## src/rtl/updown_sweep_pkg.sv

```systemverilog
// Shared types and default widths for the up/down sweep sequencer.
package updown_sweep_pkg;

  localparam int DEF_WIDTH   = 4;
  localparam int DEF_HOLD_W  = 4;
  localparam int DEF_SWEEP_W = 8;

  typedef enum logic [2:0] {
    ST_IDLE    = 3'd0,
    ST_SEEK    = 3'd1,
    ST_UP      = 3'd2,
    ST_HOLD_HI = 3'd3,
    ST_DOWN    = 3'd4,
    ST_HOLD_LO = 3'd5
  } sweep_state_e;

endpackage

```

## src/rtl/sweep_hold_timer.sv

```systemverilog
// Loadable down-counter timing the dwell at each sweep endpoint.
module sweep_hold_timer #(
  parameter int HOLD_W = 4
) (
  input  logic              clk,
  input  logic              reset_n,
  input  logic              load,
  input  logic [HOLD_W-1:0] load_val,
  input  logic              dec,
  output logic              zero
);

  logic [HOLD_W-1:0] tmr;

  always_ff @(posedge clk or negedge reset_n) begin
    if (!reset_n) begin
      tmr <= '0;
    end else if (load) begin
      tmr <= load_val;
    end else if (dec && (tmr != '0)) begin
      tmr <= tmr - HOLD_W'(1);
    end
  end

  assign zero = (tmr == '0);

endmodule

```

## src/rtl/updown_sweep_ctrl.sv

```systemverilog
// Ping-pong sweep sequencer: steers an external up/down counter between lo and hi.
// state      | meaning
// IDLE       | waiting for start, counter parked
// SEEK       | moving counter onto lo before the first sweep
// UP         | counting up toward hi
// HOLD_HI    | dwelling at hi for hold cycles
// DOWN       | counting down toward lo; a round trip completes at lo
// HOLD_LO    | dwelling at lo for hold cycles
module updown_sweep_ctrl
  import updown_sweep_pkg::*;
#(
  parameter int WIDTH   = DEF_WIDTH,
  parameter int HOLD_W  = DEF_HOLD_W,
  parameter int SWEEP_W = DEF_SWEEP_W
) (
  input  logic               clk,
  input  logic               reset_n,
  input  logic               start,
  input  logic               stop,
  input  logic [WIDTH-1:0]   lo,
  input  logic [WIDTH-1:0]   hi,
  input  logic [HOLD_W-1:0]  hold,
  input  logic [SWEEP_W-1:0] n_sweeps,
  input  logic [WIDTH-1:0]   cnt_value,
  output logic               cnt_enable,
  output logic               cnt_up_down,
  output logic               busy,
  output logic               done,
  output logic               cfg_err,
  output logic [SWEEP_W-1:0] sweep_cnt
);

  sweep_state_e       state;
  logic [WIDTH-1:0]   lo_r;
  logic [WIDTH-1:0]   hi_r;
  logic [HOLD_W-1:0]  hold_r;
  logic [SWEEP_W-1:0] n_sweeps_r;

  logic               at_lo;
  logic               at_hi;
  logic               tmr_load;
  logic               tmr_dec;
  logic               tmr_zero;
  logic [SWEEP_W-1:0] sweep_next;

  assign at_lo      = (cnt_value == lo_r);
  assign at_hi      = (cnt_value == hi_r);
  assign sweep_next = (sweep_cnt == '1) ? sweep_cnt : sweep_cnt + SWEEP_W'(1);

  // Counter controls are combinational so the counter halts exactly on a bound.
  always_comb begin
    cnt_enable  = 1'b0;
    cnt_up_down = 1'b1;
    tmr_load    = 1'b0;
    tmr_dec     = 1'b0;
    case (state)
      ST_SEEK: begin
        cnt_enable  = !at_lo;
        cnt_up_down = (cnt_value < lo_r);
      end
      ST_UP: begin
        cnt_enable  = !at_hi;
        cnt_up_down = 1'b1;
        tmr_load    = at_hi;
      end
      ST_HOLD_HI: begin
        cnt_up_down = 1'b0;
        tmr_dec     = 1'b1;
      end
      ST_DOWN: begin
        cnt_enable  = !at_lo;
        cnt_up_down = 1'b0;
        tmr_load    = at_lo;
      end
      ST_HOLD_LO: begin
        cnt_up_down = 1'b1;
        tmr_dec     = 1'b1;
      end
      default: begin
        cnt_enable  = 1'b0;
        cnt_up_down = 1'b1;
      end
    endcase
    if (stop && (state != ST_IDLE)) begin
      cnt_enable = 1'b0;
    end
  end

  // Loaded with hold-1 so the dwell state lasts exactly hold cycles.
  sweep_hold_timer #(
    .HOLD_W(HOLD_W)
  ) u_hold_timer (
    .clk      (clk),
    .reset_n  (reset_n),
    .load     (tmr_load),
    .load_val (hold_r - HOLD_W'(1)),
    .dec      (tmr_dec),
    .zero     (tmr_zero)
  );

  always_ff @(posedge clk or negedge reset_n) begin
    if (!reset_n) begin
      state      <= ST_IDLE;
      busy       <= 1'b0;
      done       <= 1'b0;
      cfg_err    <= 1'b0;
      sweep_cnt  <= '0;
      lo_r       <= '0;
      hi_r       <= '0;
      hold_r     <= '0;
      n_sweeps_r <= '0;
    end else begin
      done    <= 1'b0;
      cfg_err <= 1'b0;
      if (stop && (state != ST_IDLE)) begin
        state <= ST_IDLE;
        busy  <= 1'b0;
      end else begin
        case (state)
          ST_IDLE: begin
            if (start && !stop) begin
              if (lo < hi) begin
                lo_r       <= lo;
                hi_r       <= hi;
                hold_r     <= hold;
                n_sweeps_r <= n_sweeps;
                sweep_cnt  <= '0;
                state      <= ST_SEEK;
                busy       <= 1'b1;
              end else begin
                cfg_err <= 1'b1;
              end
            end
          end
          ST_SEEK: begin
            if (at_lo) state <= ST_UP;
          end
          ST_UP: begin
            if (at_hi) state <= (hold_r == '0) ? ST_DOWN : ST_HOLD_HI;
          end
          ST_HOLD_HI: begin
            if (tmr_zero) state <= ST_DOWN;
          end
          ST_DOWN: begin
            if (at_lo) begin
              sweep_cnt <= sweep_next;
              if ((n_sweeps_r != '0) && (sweep_next == n_sweeps_r)) begin
                state <= ST_IDLE;
                busy  <= 1'b0;
                done  <= 1'b1;
              end else begin
                state <= (hold_r == '0) ? ST_UP : ST_HOLD_LO;
              end
            end
          end
          ST_HOLD_LO: begin
            if (tmr_zero) state <= ST_UP;
          end
          default: begin
            state <= ST_IDLE;
            busy  <= 1'b0;
          end
        endcase
      end
    end
  end

endmodule

```

## config.mk

```make
export PLATFORM = sky130hd
export DESIGN_NAME = updown_sweep_ctrl
export DESIGN_NICKNAME = d
export VERILOG_FILES = /design/src/rtl/updown_sweep_pkg.sv /design/src/rtl/sweep_hold_timer.sv /design/src/rtl/updown_sweep_ctrl.sv
export SDC_FILE = /design/constraint.sdc
export NUM_CORES = 1
export LEC_CHECK = 0
export CORE_MARGIN = 10
export CORE_UTILIZATION = 35
export DETAILED_ROUTE_END_ITERATION = 7
export PLACE_DENSITY = 0.63
export SYNTH_ARGS = -nofsm -noshare
export SYNTH_HDL_FRONTEND = slang
export SYNTH_SLANG_ARGS = --single-unit
```

## constraint.sdc

```tcl
create_clock -name clk -period 2.2 [get_ports clk]
set_input_delay 0.44 -clock clk [delete_from_list [all_inputs] [get_ports clk]]
set_output_delay 0.44 -clock clk [all_outputs]
set_load 0.02 [all_outputs]
```

==> reports/results.ini <==
[outcome]
status = complete, but fails checks
violations = negative setup slack

[global_routing]
grt_remaining_overflow = 0
grt_first_pass_wirelength_um = 10740
grt_pass1_vias = 2193
number_of_antenna_violations_at_the_first_check_in_global_routing = 0
grt.total_usage_pct = 11.39
grt_start_max_net_pins = 39

[synth]
netlist_area_um2 = 2559
total_number_of_yosys_warnings = 0
post_synth_inst_count = 251
synth.ff_latch_count = 38
most_area_consuming_cells_after_synthesis = dfrtp_1 (37%), mux2_2 (7.5%), ha_1 (4.4%)
synth_edf_count = 0
asyncSetResetFlopFracSynth_pct = 100.0
yosys.cell_types.count = 66
netlist.area_leader.share_pct = 37.16
yosys_most_used_dff = dfrtp_1
synthesized_area_divided_by_synthesized_cell_count_um2 = 10.19
syn_nets = 288
ys_seq_area_share_pct = 37.16
post-synth-top-area-cell = dfrtp_1

[setup_path]
worst_setup_end_kind = flip-flop
timing.critical_path.from_type = flip-flop
worst-setup-path-type = flip-flop to flip-flop
crit_path_max_incr_delay_ps = 520
critical_path_required_ps = 2380
ff2ff_setup_slack_ps = -70
crit_slowest_cell = or4_1
critical_path.max_fanout = 4
path_cells = xor2_2, or4_1, o22a_2, nor2_8, mux2i_1, ha_2, nand2_2, xor2_1, mux2i_1
critPathArrivalTime_ps = 2450
worst-r2r-cell-count = 9
r2r_start = hi_r[2]
cpMostUsedCell = mux2i_1
worst_r2r_endpoint = u_hold_timer.tmr[2]

[floorplanning]
die_x_um = 105.5
ios = 41
die_area_um2 = 11130
die-height_um = 105.5
fp.coreArea_um2 = 7176
num_rows = 31
start_util_pct = 35.66

[placed_design]
gp_congestion = 0.8000
detailedPlacementHpwl_um = 4985
number_of_placed_cells_counting_well_taps = 408
io_buffer_count = 40

[layout]
area_growth_syn_to_fin_pct = 35.21
antenna_cells = 0
design.final.nets = 357
layout.cells.non_filler = 420
drive_gt1_share_pct = 30.84
finalCoreUtilization_pct = 48.21
layout_common_cells = dfrtp_1 (38), clkdlybuf4s50_1 (31), buf_4 (27), mux2_2 (17), nand2_1 (15)
layout_commonest_cell = dfrtp_1

[clock_tree]
cts_sinks = 38
htreeDepth = 2
cts.path.max_buffers = 2
clock_insertion_delay_worst_skew_ps = 290
clkSlewWorstSetupHoldPaths_ps = 80
cts.hold.buffers_added = 0
cts_tree = done
clock_tree.root_cell = clkbuf_8
number_of_buffers_created_by_cts = 5

[power]
static_leak_nw = 1.442
max-vdd-ir-drop_mv = 0.4004
power.density_cell_area_nw_per_um2 = 1042

[sta]
hold_violations = 0
tightestPinTransition_ps = 505.7
rsz_0062_raised_after_global_routing = yes
finalCritPeriodShare_pct = 103.1
finalSetupViolations = 3
max_freq_mhz = 441.0
finClkSkew_ps = 12.02
period_minus_slack_ps = 2268
max_transition_margin_pct = 65.98
drv_slew = 0
final_critical_path_setup_slack_ps = -67.53

[drt]
route.final.wire_length_um = 6489
drt_first_pass_iters = 4
route.vias.total = 2194
wire_per_inst_um = 15.45
route.detailed.drc = 0
post_drt_via_cell_ratio = 5.224
drtAntennaViolNets = 0
top_signal_layer_used = met4
wl_met3_um = 240
met1_length_um = 2947
routed-wl-met2_um = 3185
drt_first_iter_violations = 121

[worst_hold_path]
min_path_type = input port to async pin

[flow_run]
reported_max_cap_violation_count = 0

-- logic make-up (layout without fill, tap and decap cells) --
family | after synthesis | in the layout | synth area share (%)
AOI/OAI and AO/OA | 76 | 76 | 23.42
and+or+nand+nor | 68 | 68 | 15.89
DFF | 38 | 38 | 37.16
buffers and inverters | 22 | 92 | 4.254
muxes | 21 | 21 | 9.046
xor gates and xnor gates | 17 | 17 | 5.819
adders and majority gates | 9 | 9 | 4.401
-- registers in the layout, summed over array words and instances (netlist names) --
| signal | cells |
|---|---|
| busy | 1 |
| hi_r | 4 |
| n_sweeps_r | 8 |
| state | 3 |
| done | 1 |
| cfg_err | 1 |
| hold_r | 4 |
| sweep_cnt | 8 |
| u_hold_timer.tmr | 4 |
| lo_r | 4 |
-- worst max path at each step --
stage	from	endpoint	depth (start not counted)
floorplan	cnt_value[1]	u_hold_timer.tmr[2]	9
global placement	cnt_value[1]	cnt_up_down	8
detailed placement	cnt_value[1]	cnt_up_down	8
CTS	hi_r[2]	u_hold_timer.tmr[2]	9
global route	hi_r[2]	u_hold_timer.tmr[2]	9
finish	hi_r[2]	u_hold_timer.tmr[2]	9
-- routing by layer --
metal | global-route usage, % | vias up
li1 | - | 1078
met1 | 14.39 | 1061
met2 | 18.53 | 45
met3 | 2.862 | 10
met4 | 3.868 | 0
met5 | 0 | -
-- power breakdown --
group / internal (mW) / switching (mW) / leakage [nW] / total (mW)
logic: 0.954 / 0.870 / 0.914 / 1.82
clock network: 0.253 / 0.252 / 0.0482 / 0.505
registers: 0.967 / 0.310 / 0.480 / 1.28
-- critical path, delay by kind of cell (launching register included) --
kind / cells / cell delay [ps]
compound gates: 1 / 240
xor+xnor: 2 / 310
fa+ha+maj: 1 / 220
flops: 1 / 410
mux: 2 / 290
simple gates: 3 / 680
-- repair_timing --
item                       CTS  global route
buffers inserted             1             2
setup endpoints to repair    4            33
cloned                       0             1
pin swaps                    7             9
resized for setup           29            16
-- cell usage after synthesis, types with 2 or more instances --
| library cell | instances |
|---|---|
| dfrtp_1 | 38 |
| mux2_2 | 17 |
| nand2_1 | 16 |
| o21ai_0 | 13 |
| a21oi_1 | 12 |
| nor2_1 | 12 |
| inv_1 | 11 |
| xor2_1 | 11 |
| ha_1 | 9 |
| a21oi_2 | 7 |
| nand3_1 | 6 |
| xnor2_1 | 6 |
| buf_2 | 5 |
| mux2i_1 | 4 |
| nand2b_1 | 4 |
| nor3_1 | 4 |
| o22ai_1 | 4 |
| a22oi_1 | 3 |
| a31o_1 | 3 |
| a31oi_1 | 3 |
| nor4_1 | 3 |
| o21ai_1 | 3 |
| o31ai_1 | 3 |
| a211oi_1 | 2 |
| and4b_1 | 2 |
| buf_6 | 2 |
| nand4_1 | 2 |
| nand4_2 | 2 |
| nor2b_1 | 2 |
| o211ai_1 | 2 |
| o21a_1 | 2 |
| o41ai_1 | 2 |
| or2_2 | 2 |
| or4_1 | 2 |
-- area by class of cell --
class / count / area [um2]
clock buffer: 7 / 86.33
clock inverter: 1 / 5.005
fill: 679 / 3716
inverter: 11 / 41.29
multi-input combinational: 191 / 1564
sequential: 38 / 950.9
tap: 99 / 123.9
timing repair buffer: 73 / 688.2
-- metrics by stage --
stage | worst slack [ps] | instance area [um2] | setup TNS [ps] | power, mW | hold slack [ps]
3_5_place_dp | -738.2 | 3253 | -11490 | 2.988 | 430.0
4_1_cts | -119.7 | 3361 | -203.6 | 3.530 | 109.9
2_1_floorplan | -24.05 | 2559 | -24.05 | 2.379 | 144.4
6_report | -67.53 | 3460 | -94.55 | 3.607 | 103.6
3_3_place_gp | -689.1 | 3253 | -11370 | 2.944 | 426.1
5_1_grt | -217.0 | 3460 | -480.7 | 3.868 | 120.7
Note: power is estimated with default switching activity, not from simulation.
==> RTL edit 1: new RTL, same flow settings <==
The package constant `DEF_HOLD_W` goes from 4 to 6.
--- a/src/rtl/updown_sweep_pkg.sv
+++ b/src/rtl/updown_sweep_pkg.sv
@@ -2,7 +2,7 @@
 package updown_sweep_pkg;
 
   localparam int DEF_WIDTH   = 4;
-  localparam int DEF_HOLD_W  = 4;
+  localparam int DEF_HOLD_W  = 6;
   localparam int DEF_SWEEP_W = 8;
 
   typedef enum logic [2:0] {
Ports: changed (resized hold); port bits go from 41 to 43. No check against the original RTL was run, so the function may have changed too.
==> RTL edit 1 against the unedited design <==
- final area grew 16%
- utilization grew 3.6 points
- cell count grew 17%
- the flow still finishes with violations (setup timing)
- sequential power grew 7%
- synthesized area grew 8.9%
- setup slack lost 0.054 ns
- largest power group unchanged
- sequential share of layout area shrank 1.2 points
- count of clock-buffer cells in the layout shrank 1
- wire length grew 23%
- clock skew shrank 0.0046 ns
- fmax shrank 2.3%
- critical endpoint is now u_hold_timer.tmr[4]
- total power grew 11%
- sequential cell count grew 4
==> RTL edit 1: results (changes against the unedited design) <==
standby leakage power=1.68 nW (was 1.44 nW); wire per inst=16.3 um (was 15.5 um); cells after synthesis=290 (was 251); GRT Total Usage=13.8% (was 11.4%); vias per inst=5.27 (was 5.22); Setup-failing EPs final=3 (unchanged); met2 GRT Util=23.0% (was 18.5%); status=finished with violations (unchanged); violated checks=setup timing (unchanged); syn_nets=329 (was 288); Crit Path Max Fanout=3 (was 4); met1 GRT Util=16.6% (was 14.4%); Max VDD drop=0.000441 V (was 0.000400 V); largest net degree at the start of global routing=43 (was 39); Vias=2583 (was 2194); slowest stage cell, crit path=or3_1 (was or4_1); clk_lat worst skew=0.31 ns (was 0.29 ns); Final nets=426 (was 357); placed cell count=477 (was 408); Netlist cell types=65 (was 66); vias in the first global route=2727 (was 2193); Power Internal=2.46 mW (was 2.17 mW); Post-synth top cells=42 x dfrtp_1, 21 x o21ai_0, 20 x nand2_1 (was 38 x dfrtp_1, 17 x mux2_2, 16 x nand2_1); clock skew=0.00744 ns (was 0.0120 ns); Final WS setup=-0.122 ns (was -0.0675 ns); input/output buffers=42 (was 40)
-- RTL edit 1: final cells by class --
cell class              count  area [um2]
clock buffers               6        72.6
fillers                   723        3720
well taps                 102         128
inverters                  17        66.3
flip-flops and latches     42        1050
repair buffers            104         913
clock inverters             2        37.5
multi-input cells         217        1730
-- RTL edit 1: logic make-up (layout without fill, tap and decap cells) --
family | Yosys count | after routing | synth area share [%]
flops | 42 | 42 | 37.7
buf+inv | 31 | 129 | 5.66
xor+xnor | 13 | 13 | 4.09
simple gates | 90 | 90 | 18.4
compound gates | 83 | 83 | 21.3
mux | 22 | 22 | 8.76
fa+ha+maj | 9 | 9 | 4.04
-- RTL edit 1: worst max path at each step --
stage,startpoint,to,depth (start not counted)
after floorplan,cnt_value[2],u_hold_timer.tmr[4],11
after global placement,cnt_value[1],cnt_up_down,8
after detailed placement,cnt_value[1],cnt_up_down,8
after CTS,hi_r[0],u_hold_timer.tmr[4],10
after global routing,hi_r[3],u_hold_timer.tmr[4],10
final,cnt_value[2],u_hold_timer.tmr[4],11
-- RTL edit 1: timing repair --
| action | in CTS | in global routing |
|---|---|---|
| hold buffers | 0 | 0 |
| pin swaps | 9 | 13 |
| gates resized for setup | 31 | 12 |
| buffers inserted | 3 | 2 |
| setup endpoints to repair | 14 | 27 |
| gates cloned | 0 | 1 |
-- RTL edit 1: metrics by stage --
stage / hold slack [ns] / area (um2) / total power [mW]
finish: 0.200 / 4010 / 3.99
global route: 0.233 / 4010 / 4.30
CTS: 0.231 / 3920 / 3.97
detailed placement: 0.513 / 3750 / 3.24
global placement: 0.504 / 3750 / 3.18
floorplan: 0.144 / 2860 / 2.53
==> RTL edit 2: new RTL, same settings <==
Without the edit above. Encoding of `sweep_state_e`: now one-hot (6 bits for 6 states).
--- a/src/rtl/updown_sweep_pkg.sv
+++ b/src/rtl/updown_sweep_pkg.sv
@@ -5,13 +5,13 @@
   localparam int DEF_HOLD_W  = 4;
   localparam int DEF_SWEEP_W = 8;
 
-  typedef enum logic [2:0] {
-    ST_IDLE    = 3'd0,
-    ST_SEEK    = 3'd1,
-    ST_UP      = 3'd2,
-    ST_HOLD_HI = 3'd3,
-    ST_DOWN    = 3'd4,
-    ST_HOLD_LO = 3'd5
+  typedef enum logic [5:0] {
+    ST_IDLE    = 6'b000001,
+    ST_SEEK    = 6'b000010,
+    ST_UP      = 6'b000100,
+    ST_HOLD_HI = 6'b001000,
+    ST_DOWN    = 6'b010000,
+    ST_HOLD_LO = 6'b100000
   } sweep_state_e;
 
 endpackage
Behaviour: same outputs for any inputs over 4 cycles, from zero or initial values and one cycle with reset_n low; so few cycles prove little.
==> RTL edit 2 against the unedited design <==
- critical path depth is 2 lower
- critical path type is now flop to output port
- final area grew 13%
- sequential power is 4% lower
- first-iteration DRC count is 13% lower
- via count up 8.1%
- synthesized area grew 1.5%
- total power decreased by 9.9%
- the flow still finishes with violations (setup timing)
- sequential cell count is 3 higher
- largest power group unchanged
- combinational power down 20%
- global-route usage grew 1.1 points
- cell count up 11%
- setup slack gained 0.055 ns
- wire length grew 13%
==> RTL edit 2: results (changes against the unedited design) <==
status=finished with violations (unchanged); violated checks=setup timing (unchanged); synth top area cells=dfrtp_1 39%, mux2_2 7.8%, ha_1 4.3%, a21oi_1 3.7%, nand2_1 3.5% (was dfrtp_1 37%, mux2_2 7.5%, ha_1 4.4%, xor2_1 3.8%, o21ai_0 2.5%); 1st-iter DRT viols=105 (was 121); CP startpoint=lo_r[1] (was hi_r[2]); syn_nets=301 (was 288); reg2reg start=sweep_cnt[1] (was hi_r[2]); Post-synth top cells=40 x dfrtp_1, 24 x nand2_1, 19 x a21oi_1 (was 38 x dfrtp_1, 17 x mux2_2, 16 x nand2_1); post-synthesis sequential area ratio=39.5% (was 37.2%); vias in the first global route=2512 (was 2193); YS warnings=0 (unchanged); vias per inst=5.08 (was 5.22); biggest regs=n_sweeps_r: 8 flops, sweep_cnt: 8 flops, state: 6 flops (was n_sweeps_r: 8 flops, sweep_cnt: 8 flops); H-Tree Depth=2 (unchanged); GRT Total Usage=12.5% (was 11.4%); largest stage delay on the critical path=0.38 ns (was 0.52 ns); worst slew pin tran=0.780 ns (was 0.506 ns); share of synthesized registers carrying an async set or reset=100% (unchanged); final hold slack=0.214 ns (was 0.104 ns); CTS max path bufs=2 (unchanged); R2R depth=8 (was 9); clock skew=0.00686 ns (was 0.0120 ns); Crit Path Max Fanout=2 (was 4); Max VDD drop=0.000468 V (was 0.000400 V); Final nets=404 (was 357); Reg2Reg Setup Slack=0.02 ns (was -0.07 ns); DP Area=3470 um2 (was 3250 um2); WL final=7.34 mm (was 6.49 mm); largest net degree at the start of global routing=34 (was 39); share of cells above drive strength 1=39.7% (was 30.8%); Fill cells=643 (was 679); Area growth syn-to-layout=50.2% (was 35.2%); slowest stage cell, crit path=dfrtp_1 (was or4_1); Setup-failing EPs final=1 (was 3); Setup Total Neg Slack=-0.0129 ns (was -0.0946 ns); standby leakage power=1.67 nW (was 1.44 nW); Detail Route Antenna Nets=0 (unchanged); Netlist cell types=55 (was 66); first-pass GRT wire length=11.8 mm (was 10.7 mm); CP arrival=1.77 ns (was 2.45 ns); cell chosen for the clock root=clkbuf_8 (unchanged); hpwl dp=5.28 mm (was 4.98 mm); clk_lat worst skew=0.30 ns; r2r endpoint=busy (was u_hold_timer.tmr[2]); Worst setup endpoint=cnt_up_down (was u_hold_timer.tmr[2]); RePlAce Congestion=0.893 (was 0.800); input/output buffers=40 (unchanged); Final WS setup=-0.0129 ns (was -0.0675 ns); prevailing post-synth register cell=dfrtp_1 (unchanged)
RTL edit 2: cell count changes after synthesis, moves of 4 or more:
cell	delta
nand2_1	+8
o21a_1	+4
xor2_1	-5
a21oi_2	-6
nor2_1	+6
a21oi_1	+7
RTL edit 2: metrics by stage:
| stage | worst slack, ns | instances |
|---|---|---|
| after detailed placement | -0.746 | 446 |
| after CTS | -0.0738 | 457 |
| after global routing | -0.121 | 467 |
| after global placement | -0.698 | 446 |
| after floorplan | 0.00680 | 264 |
| final | -0.0129 | 467 |
RTL edit 2: worst min-delay path by stage:
stage               endpoint
4_1_cts        n_sweeps_r[1]
5_1_grt                 done
6_report        sweep_cnt[0]
2_1_floorplan           busy
3_3_place_gp            busy
3_5_place_dp            busy
RTL edit 2: cells by family (layout without fill, tap and decap cells):
kind of cell,count (synthesis),in the layout,share of synthesized area (%)
xor+xnor,16,16,5.68
buf+inv,20,124,4.05
mux,22,22,9.34
fa+ha+maj,9,9,4.34
flops,41,41,39.5
compound gates,65,65,16.8
simple gates,91,91,20.3
RTL edit 2: what timing repair did:
item / in CTS / in global routing
pin swaps: 17 / 21
gates cloned: 0 / 2
buffers inserted: 3 / 8
hold endpoints to repair: 0 / 0
resized for setup: 33 / 31
endpoints found under the setup margin: 27 / 31
RTL edit 2: layout make-up:
| class | count | area share, % |
|---|---|---|
| multi-input combinational | 203 | 42.2 |
| clock buffer | 7 | 2.47 |
| tap | 99 | 3.18 |
| timing repair buffer | 106 | 24.5 |
| clock inverter | 1 | 0.128 |
| sequential | 41 | 26.6 |
| inverter | 10 | 0.962 |
RTL edit 2: where the power goes:
group | switching [mW] | internal, mW
logic | 0.625 | 0.838
clock network | 0.274 | 0.284
registers | 0.234 | 0.993
total | 1.13 | 2.12
RTL edit 2: layer usage:
| layer | track usage [%] | vias up | wire length (um) |
|---|---|---|---|
| met4 | 4.74 | 0 | 91 |
| li1 | - | 1165 | - |
| met1 | 15.3 | 1146 | 3320 |
| met5 | 0 | - | 0 |
| met2 | 21.5 | 54 | 3710 |
| met3 | 1.87 | 6 | 225 |
RTL edit 2: worst max-delay path: cells and delay by family (launching register included):
family,cells,cell delay (ns)
and+or+nand+nor,1,0.12
buffers and inverters,2,0.28
DFF,1,0.38
AOI/OAI and AO/OA,3,0.50
adders and majority gates,1,0.21
